`src/rtl/univ_reg_n.sv`:
```
// univ_reg_n: WIDTH-bit universal register with load, shift, rotate,
// increment and decrement modes, plus registered carry and zero flags.
// Serves as accumulator, program counter and shift register in the 8-bit
// Harvard datapath. All state changes on the rising edge of clock, and
// every output comes straight from a flop.
//
// mode | operation
// 000  | HOLD  q and carry unchanged
// 001  | LOAD  q <= d, carry <= 0
// 010  | SHL   shift left, ser_in enters at bit 0, carry <= old msb
// 011  | SHR   shift right, ser_in enters at msb, carry <= old lsb
// 100  | ROL   rotate left, carry <= old msb
// 101  | ROR   rotate right, carry <= old lsb
// 110  | INC   q + 1 mod 2^WIDTH, carry <= old q was all ones
// 111  | DEC   q - 1 mod 2^WIDTH, carry <= old q was zero

module univ_reg_n #(
    parameter int unsigned         WIDTH     = 8,
    parameter logic [WIDTH-1:0]    RESET_VAL = '0
) (
    input  logic             clock,
    input  logic             reset,
    input  logic             en,
    input  logic [2:0]       mode,
    input  logic [WIDTH-1:0] d,
    input  logic             ser_in,
    output logic [WIDTH-1:0] q,
    output logic             carry,
    output logic             zero
);

    localparam logic [2:0] MODE_HOLD = 3'b000;
    localparam logic [2:0] MODE_LOAD = 3'b001;
    localparam logic [2:0] MODE_SHL  = 3'b010;
    localparam logic [2:0] MODE_SHR  = 3'b011;
    localparam logic [2:0] MODE_ROL  = 3'b100;
    localparam logic [2:0] MODE_ROR  = 3'b101;
    localparam logic [2:0] MODE_INC  = 3'b110;
    localparam logic [2:0] MODE_DEC  = 3'b111;

    localparam logic [WIDTH-1:0] L_ONE = {{(WIDTH-1){1'b0}}, 1'b1};

    logic [WIDTH-1:0] r_q;
    logic             r_carry;
    logic             r_zero;

    logic [WIDTH-1:0] w_next_q;
    logic             w_next_carry;
    logic             w_msb;
    logic             w_lsb;
    logic             w_all_ones;
    logic             w_is_zero;
    logic [WIDTH-1:0] w_inc;
    logic [WIDTH-1:0] w_dec;

    assign w_msb      = r_q[WIDTH-1];
    assign w_lsb      = r_q[0];
    assign w_all_ones = &r_q;
    assign w_is_zero  = ~|r_q;

    // Truncated WIDTH-bit arithmetic; the carry/borrow comes from the old
    // value's wrap condition rather than from a widened adder.
    assign w_inc = r_q + L_ONE;
    assign w_dec = r_q - L_ONE;

    // Next-state selection for q and carry; en=0 behaves exactly like HOLD.
    always_comb begin
        w_next_q     = r_q;
        w_next_carry = r_carry;
        if (en) begin
            case (mode)
                MODE_HOLD: begin
                    w_next_q     = r_q;
                    w_next_carry = r_carry;
                end
                MODE_LOAD: begin
                    w_next_q     = d;
                    w_next_carry = 1'b0;
                end
                MODE_SHL: begin
                    w_next_q     = {r_q[WIDTH-2:0], ser_in};
                    w_next_carry = w_msb;
                end
                MODE_SHR: begin
                    w_next_q     = {ser_in, r_q[WIDTH-1:1]};
                    w_next_carry = w_lsb;
                end
                MODE_ROL: begin
                    w_next_q     = {r_q[WIDTH-2:0], w_msb};
                    w_next_carry = w_msb;
                end
                MODE_ROR: begin
                    w_next_q     = {w_lsb, r_q[WIDTH-1:1]};
                    w_next_carry = w_lsb;
                end
                MODE_INC: begin
                    w_next_q     = w_inc;
                    w_next_carry = w_all_ones;
                end
                MODE_DEC: begin
                    w_next_q     = w_dec;
                    w_next_carry = w_is_zero;
                end
                default: begin
                    w_next_q     = r_q;
                    w_next_carry = r_carry;
                end
            endcase
        end
    end

    // State register; zero is always derived from the value q is about to take.
    always_ff @(posedge clock) begin
        if (reset) begin
            r_q     <= RESET_VAL;
            r_carry <= 1'b0;
            r_zero  <= (RESET_VAL == '0);
        end else begin
            r_q     <= w_next_q;
            r_carry <= w_next_carry;
            r_zero  <= (w_next_q == '0);
        end
    end

    assign q     = r_q;
    assign carry = r_carry;
    assign zero  = r_zero;

endmodule

```
`config.mk`:
```
export PLATFORM = sky130hd
export DESIGN_NAME = univ_reg_n
export DESIGN_NICKNAME = d
export VERILOG_FILES = /design/src/rtl/univ_reg_n.sv
export SDC_FILE = /design/constraint.sdc
export NUM_CORES = 1
export LEC_CHECK = 0
export BUFFER_PORTS_ARGS = -buffer_cell sky130_fd_sc_hd__buf_2
export CAP_MARGIN = 20
export CORE_UTILIZATION = 49
export DETAILED_ROUTE_END_ITERATION = 7
export PLACE_DENSITY_LB_ADDON = 0.05
export SLEW_MARGIN = 20
export SYNTH_ARGS = -nofsm -noshare
export SYNTH_HDL_FRONTEND = slang
export SYNTH_SLANG_ARGS = --single-unit
```
`constraint.sdc`:
```
create_clock -name clock -period 2.7 [get_ports clock]
set_clock_uncertainty 0.05 [all_clocks]
set_input_delay 0.54 -clock clock [delete_from_list [all_inputs] [get_ports clock]]
set_output_delay 0.54 -clock clock [all_outputs]
set_load 0.01 [all_outputs]
```
Word level (Yosys, flattened, before mapping)

Cells that the tools add are included.
Widths: inputs -> output; s select.

ROM bits: 0
Bits in registers: 10
Memories kept: 0
Logic and storage cells: 24
Bits of input ports: 15
Bits in writable memories: 0
Bits in latches: 0

Multiply operators: 0
Shift-type cells: 0
$lt $le $gt $ge: 0
Muxes and demuxes: 3
Div/mod/pow operators: 0
Bitwise gates (word level): 1
Equality and inequality tests: 7
Add/sub/neg operators: 2
Reductions and logical operators: 8

Operators with widths:

| cell                | number |
|---|---|
| $pmux 8 s8          | 1 |
| $eq 3x3->1 const B  | 4 |
| $add 8x1->8 const B | 1 |
| $logic_not 8->1     | 1 |
| $mux 8              | 1 |
| $reduce_and 8->1    | 1 |
| $reduce_or 8->1     | 1 |
| $sub 8x1->8 const B | 1 |
| $eq 3x2->1 const B  | 2 |
| $pmux 1 s5          | 1 |
| $reduce_or 2->1     | 2 |
| $eq 3x1->1 const B  | 1 |
| $logic_not 3->1     | 1 |
| $reduce_and 2->1    | 1 |
| $logic_not 1->1     | 1 |
| $not 1->1           | 1 |

Longest topological paths before layout

Depth after elaboration: 4
Gate-level depth with buffers: 12
Gate-level depth less buffers: 10

Worst setup path before layout

OpenSTA, ideal clock, no wires.

Kind: input-to-reg
Start point: input mode[2]
End point: register r_zero, in the netlist zero
Slack: -135 ps
Stages: 12
Arrival: 2698 ps
Cell sequence: buf_6 > and3_4 > buf_6 > xnor2_1 > ha_1 > or3_1 > a21o_1 > a311oi_2 > xor2_1 > nor2_1 > o31a_1 > nor4_2

Longest elaborated chain between the ends: 4
Elaborated cells on any way between the ends: 11
Those cells by class: eq/ne: 7; mux: 2; reduce/logical: 2

Ends and longest elaborated chain:

| what                                     | RTL line | text |
|---|---|---|
| start, declared                          | 24       | `input logic [2:0] mode,` |
| $eq 3x3->1, or another cell as far along | 71       | `case (mode)` |
| $pmux 8 s8 *                             | 71       |  |
| $mux 8 *                                 | 70       | `if (en) begin` |
| $logic_not 8->1 *                        | 121      | `r_zero <= (w_next_q == '0);` |
| end signal, assigned                     | 117      | `r_zero <= (RESET_VAL == '0);` |
| end signal, assigned                     | 121      |  |
| end, declared                            | 45       | `logic r_zero;` |

Mark *: on every way between the ends. The rest lies on a longest branch, timed or not.
A chain may end at the register's enable or synchronous reset.

Final worst setup path

Ends and elaborated chain as after synthesis.

==> results.txt <==
----------------------------------------------------
[Status]
  Run status ... complete, no violations

[Routing]
  Number of routed nets with antenna violations ... 0
  Via Count ... roughly 1.3k
  Wire length after detailed routing ... 3.33 mm
  DR DRC count ... 0
  Average wire per cell in the routed design ... 15.9 um
  Via/cell ratio ... 6.22
  Count of routing violations after the opening detailed-route iteration ... 54
  Router iterations before antenna repair ... 4

[Timing]
  Final total negative setup slack ... 0 ns
  Final count of pins violating max slew ... 0
  Max-Slew Margin vs Limit ... 68.0%
  Worst setup slack after layout ... approximately 0.22 ns
  Min Clock Period, post-route ... 2.48 ns
  Fin crit share ... 92.0%
  Unrepaired setup endpoints after global routing ... false
  Hold violation count in the final report ... 0
  Setup-violating endpoint count in the final report ... 0
  Slew at the pin with the worst max-slew slack ... ~0.48 ns
  Maximum clock rate ... between 0.4 and 0.5 GHz

[Place]
  GP Congestion ... 0.910
  Post-placement setup slack ... -0.0418 ns
  Estimated wirelength of the detail-placed design ... 2.33 mm
  Total of buffers placed on input and output ports ... 24
  Post-placement cell count ... 206

[Power and ir drop]
  Tot Pwr ... 0.540 mW
  Net switching power figure ... approximately 0.2 mW
  Sw Ratio ... 36.9%
  Power density over the cells ... 394 mW/mm^2
  Proportion of power drawn by flip-flops and latches ... 34.0%
  Worst voltage drop across the vdd grid ... 0.302 mV
  Internal portion of total power ... 0.340 mW
  Relative contribution of combinational cells to total power ... 39.8%
  Leakage power total ... between 0.5 and 0.6 nW
  Clock group share of total power ... 26.2%

[Layout]
  Number of antenna repair diodes ... 0
  Non-filler instance count after layout ... between 200 and 250
  Layout cell share with drive strength beyond 1 ... 26.9%
  Area growth from synthesis to layout ... 18.0%
  Fin util ... 61.4%
  # nets final ... 202

[Floorplanning]
  Full die area ... 0.00257 mm^2
  Initial standard-cell utilization of the core ... between 50% and 60%
  Number of placement rows ... 17
  Floorplan die height ... 50.7 um
  Ports ... 25
  Chip width ... approximately 50 um
  Core box area ... 0.00223 mm^2

[Synth]
  Number of flops mapped to enable cells by yosys ... 0
  Synth warnings ... 0
  Dominant synthesized flop cell ... sky130_fd_sc_hd__dfxtp_1
  Share of the synthesized area in the top cell type ... 17.2%
  Most common cell in the netlist ... sky130_fd_sc_hd__nor2_1
  List of most frequent post-synthesis cells ... sky130_fd_sc_hd__nor2_1, sky130_fd_sc_hd__nand2_1, sky130_fd_sc_hd__clkbuf_1, sky130_fd_sc_hd__dfxtp_1, sky130_fd_sc_hd__o21ai_0
  Post-synthesis async set-or-reset flop share ... 0%
  Synthesized area per cell ... 7.36 um^2
  Yosys top cell by area ... sky130_fd_sc_hd__dfxtp_1
  Gate count after technology mapping ... 158
  Number of different library cells in the post-synthesis netlist ... 47
  Synthesized flop and latch total ... 10
  Net count of the mapped netlist ... 177
  Synth Cell Area ... 0.00116 mm^2
  Sequential cell area fraction in the yosys report ... 17.2%
  Leading cell types by total area after synthesis ... sky130_fd_sc_hd__dfxtp_1, sky130_fd_sc_hd__mux2i_1, sky130_fd_sc_hd__nor2_1

[CTS]
  Number of H-tree levels ... 1
  Clock root cell ... sky130_fd_sc_hd__clkbuf_4
  Sink Count ... 10
  Number of buffers added for setup after CTS ... 0
  Clock buffers created by TritonCTS ... 3
  Number of hold buffers added after CTS ... 0
  Number of gates given a new drive strength after cts ... 0
  TritonCTS clock tree ... yes
  Maximum buffer depth of the clock tree ... 2
  Worst-skew pair later-pin latency ... 0.27 ns
  Reg clk slew, reported paths ... 0.08 ns

[Setup path]
  Crit path launch type ... input pin
  Endpoint class of the critical path ... register
  Critical path data arrival time ... 2.63 ns
  Category of the most critical setup path ... in2reg
  Worst Path Max Fanout ... 4
  CP Data Required Time ... ~2.8 ns

[GRT]
  Via count of the first global-routing pass ... around 1.3k
  GR Util All Layers ... 29.3%
  Maximum number of pins on one net before global-route repair ... 28
  Number of antenna violations at the first check in global routing ... 0
  Grt total ovfl ... 0
  First-pass GRT wire length ... 5.66 mm

[Hold path]
  Hold crit path type ... reg2reg

[Flow run]
  Total of max-cap violations ... 0

----------------------------------------------------
-- registers in the layout, indices dropped and copies added, names as in the netlist --
register and flops:
q 8, zero 1, carry 1
-- critical path, stage by stage --
cell and delay (ns):
sky130_fd_sc_hd__buf_2 0.10, sky130_fd_sc_hd__and3_4 0.19, sky130_fd_sc_hd__xnor2_1 0.13, sky130_fd_sc_hd__ha_2 0.19, sky130_fd_sc_hd__or3_1 0.34, sky130_fd_sc_hd__a21o_1 0.18
sky130_fd_sc_hd__a311oi_2 0.26, sky130_fd_sc_hd__xor2_1 0.19, sky130_fd_sc_hd__nor2_1 0.06, sky130_fd_sc_hd__o31a_1 0.25, sky130_fd_sc_hd__nor4_2 0.19
-- cells by family after synthesis --
logic type                 count (synthesis)  synth area share [%]
AOI/OAI and AO/OA                         48                  28.5
xor gates and xnor gates                   7                  5.27
adders and majority gates                  8                  7.75
buffers and inverters                     21                  8.83
DFF                                       10                  17.2
muxes                                      8                  7.00
and+or+nand+nor                           56                  25.4
-- cells in the final DEF, fill, tap and decap left out, types with 3 or more instances in the layout --
| cell | n |
|---|---|
| sky130_fd_sc_hd__buf_2 | 24 |
| sky130_fd_sc_hd__nor2_1 | 15 |
| sky130_fd_sc_hd__nand2_1 | 12 |
| sky130_fd_sc_hd__buf_4 | 11 |
| sky130_fd_sc_hd__o21ai_0 | 10 |
| sky130_fd_sc_hd__dfxtp_1 | 10 |
| sky130_fd_sc_hd__mux2i_1 | 7 |
| sky130_fd_sc_hd__a21oi_1 | 7 |
| sky130_fd_sc_hd__inv_1 | 6 |
| sky130_fd_sc_hd__a31oi_1 | 6 |
| sky130_fd_sc_hd__xnor2_1 | 5 |
| sky130_fd_sc_hd__maj3_1 | 4 |
| sky130_fd_sc_hd__or2_2 | 4 |
| sky130_fd_sc_hd__nor2b_1 | 4 |
| sky130_fd_sc_hd__o211ai_1 | 4 |
| sky130_fd_sc_hd__nand3_1 | 3 |
| sky130_fd_sc_hd__nand4_1 | 3 |
| sky130_fd_sc_hd__clkbuf_4 | 3 |
-- through the flow --
step	cell area (um^2)	hold slack [ns]
after floorplan	1180	0.471
after global placement	1340	0.416
after detailed placement	1340	0.425
after CTS	1370	0.444
after global routing	1370	0.498
final	1370	0.444
-- power groups by stage --
stage               Combinational (mW)  Sequential (mW)  Clock (mW)
detailed placement               0.210            0.186           0
global placement                 0.207            0.186           0
global route                     0.237            0.186       0.151
finish                           0.215            0.184       0.141
CTS                              0.212            0.183       0.143
floorplan                        0.147            0.185           0
-- path summary, 6_finish.rpt --
path / startpoint / to / slack, ns / cells after the start
setup reg to reg: q[1]$_SDFF_PP0_ / zero$_SDFF_PP1_ / 0.38 / 10
hold reg to reg: carry$_SDFFE_PP0P_ / carry$_SDFFE_PP0P_ / 0.44 / 2
hold / removal: carry$_SDFFE_PP0P_ / carry$_SDFFE_PP0P_ / 0.44 / 2
setup / recovery: mode[2] / zero$_SDFF_PP1_ / 0.22 / 11
-- metal layers --
metal / global-route usage (%) / wire length [um] / vias up
li1: - / - / 633
met1: 37.1 / 1500 / 592
met2: 50.0 / 1540 / 75
met3: 4.55 / 265 / 6
met4: 9.72 / 25 / 0
met5: 0 / 0 / -
-- cell type report --
type | instances | area, um^2
Fill cell | 208 | 862
Sequential cell | 10 | 200
Tap cell | 28 | 35.0
Clock buffer | 4 | 36.3
Inverter | 6 | 22.5
Multi-Input combinational cell | 127 | 875
Timing Repair Buffer | 35 | 203
Power figures use the tool's default switching activity.
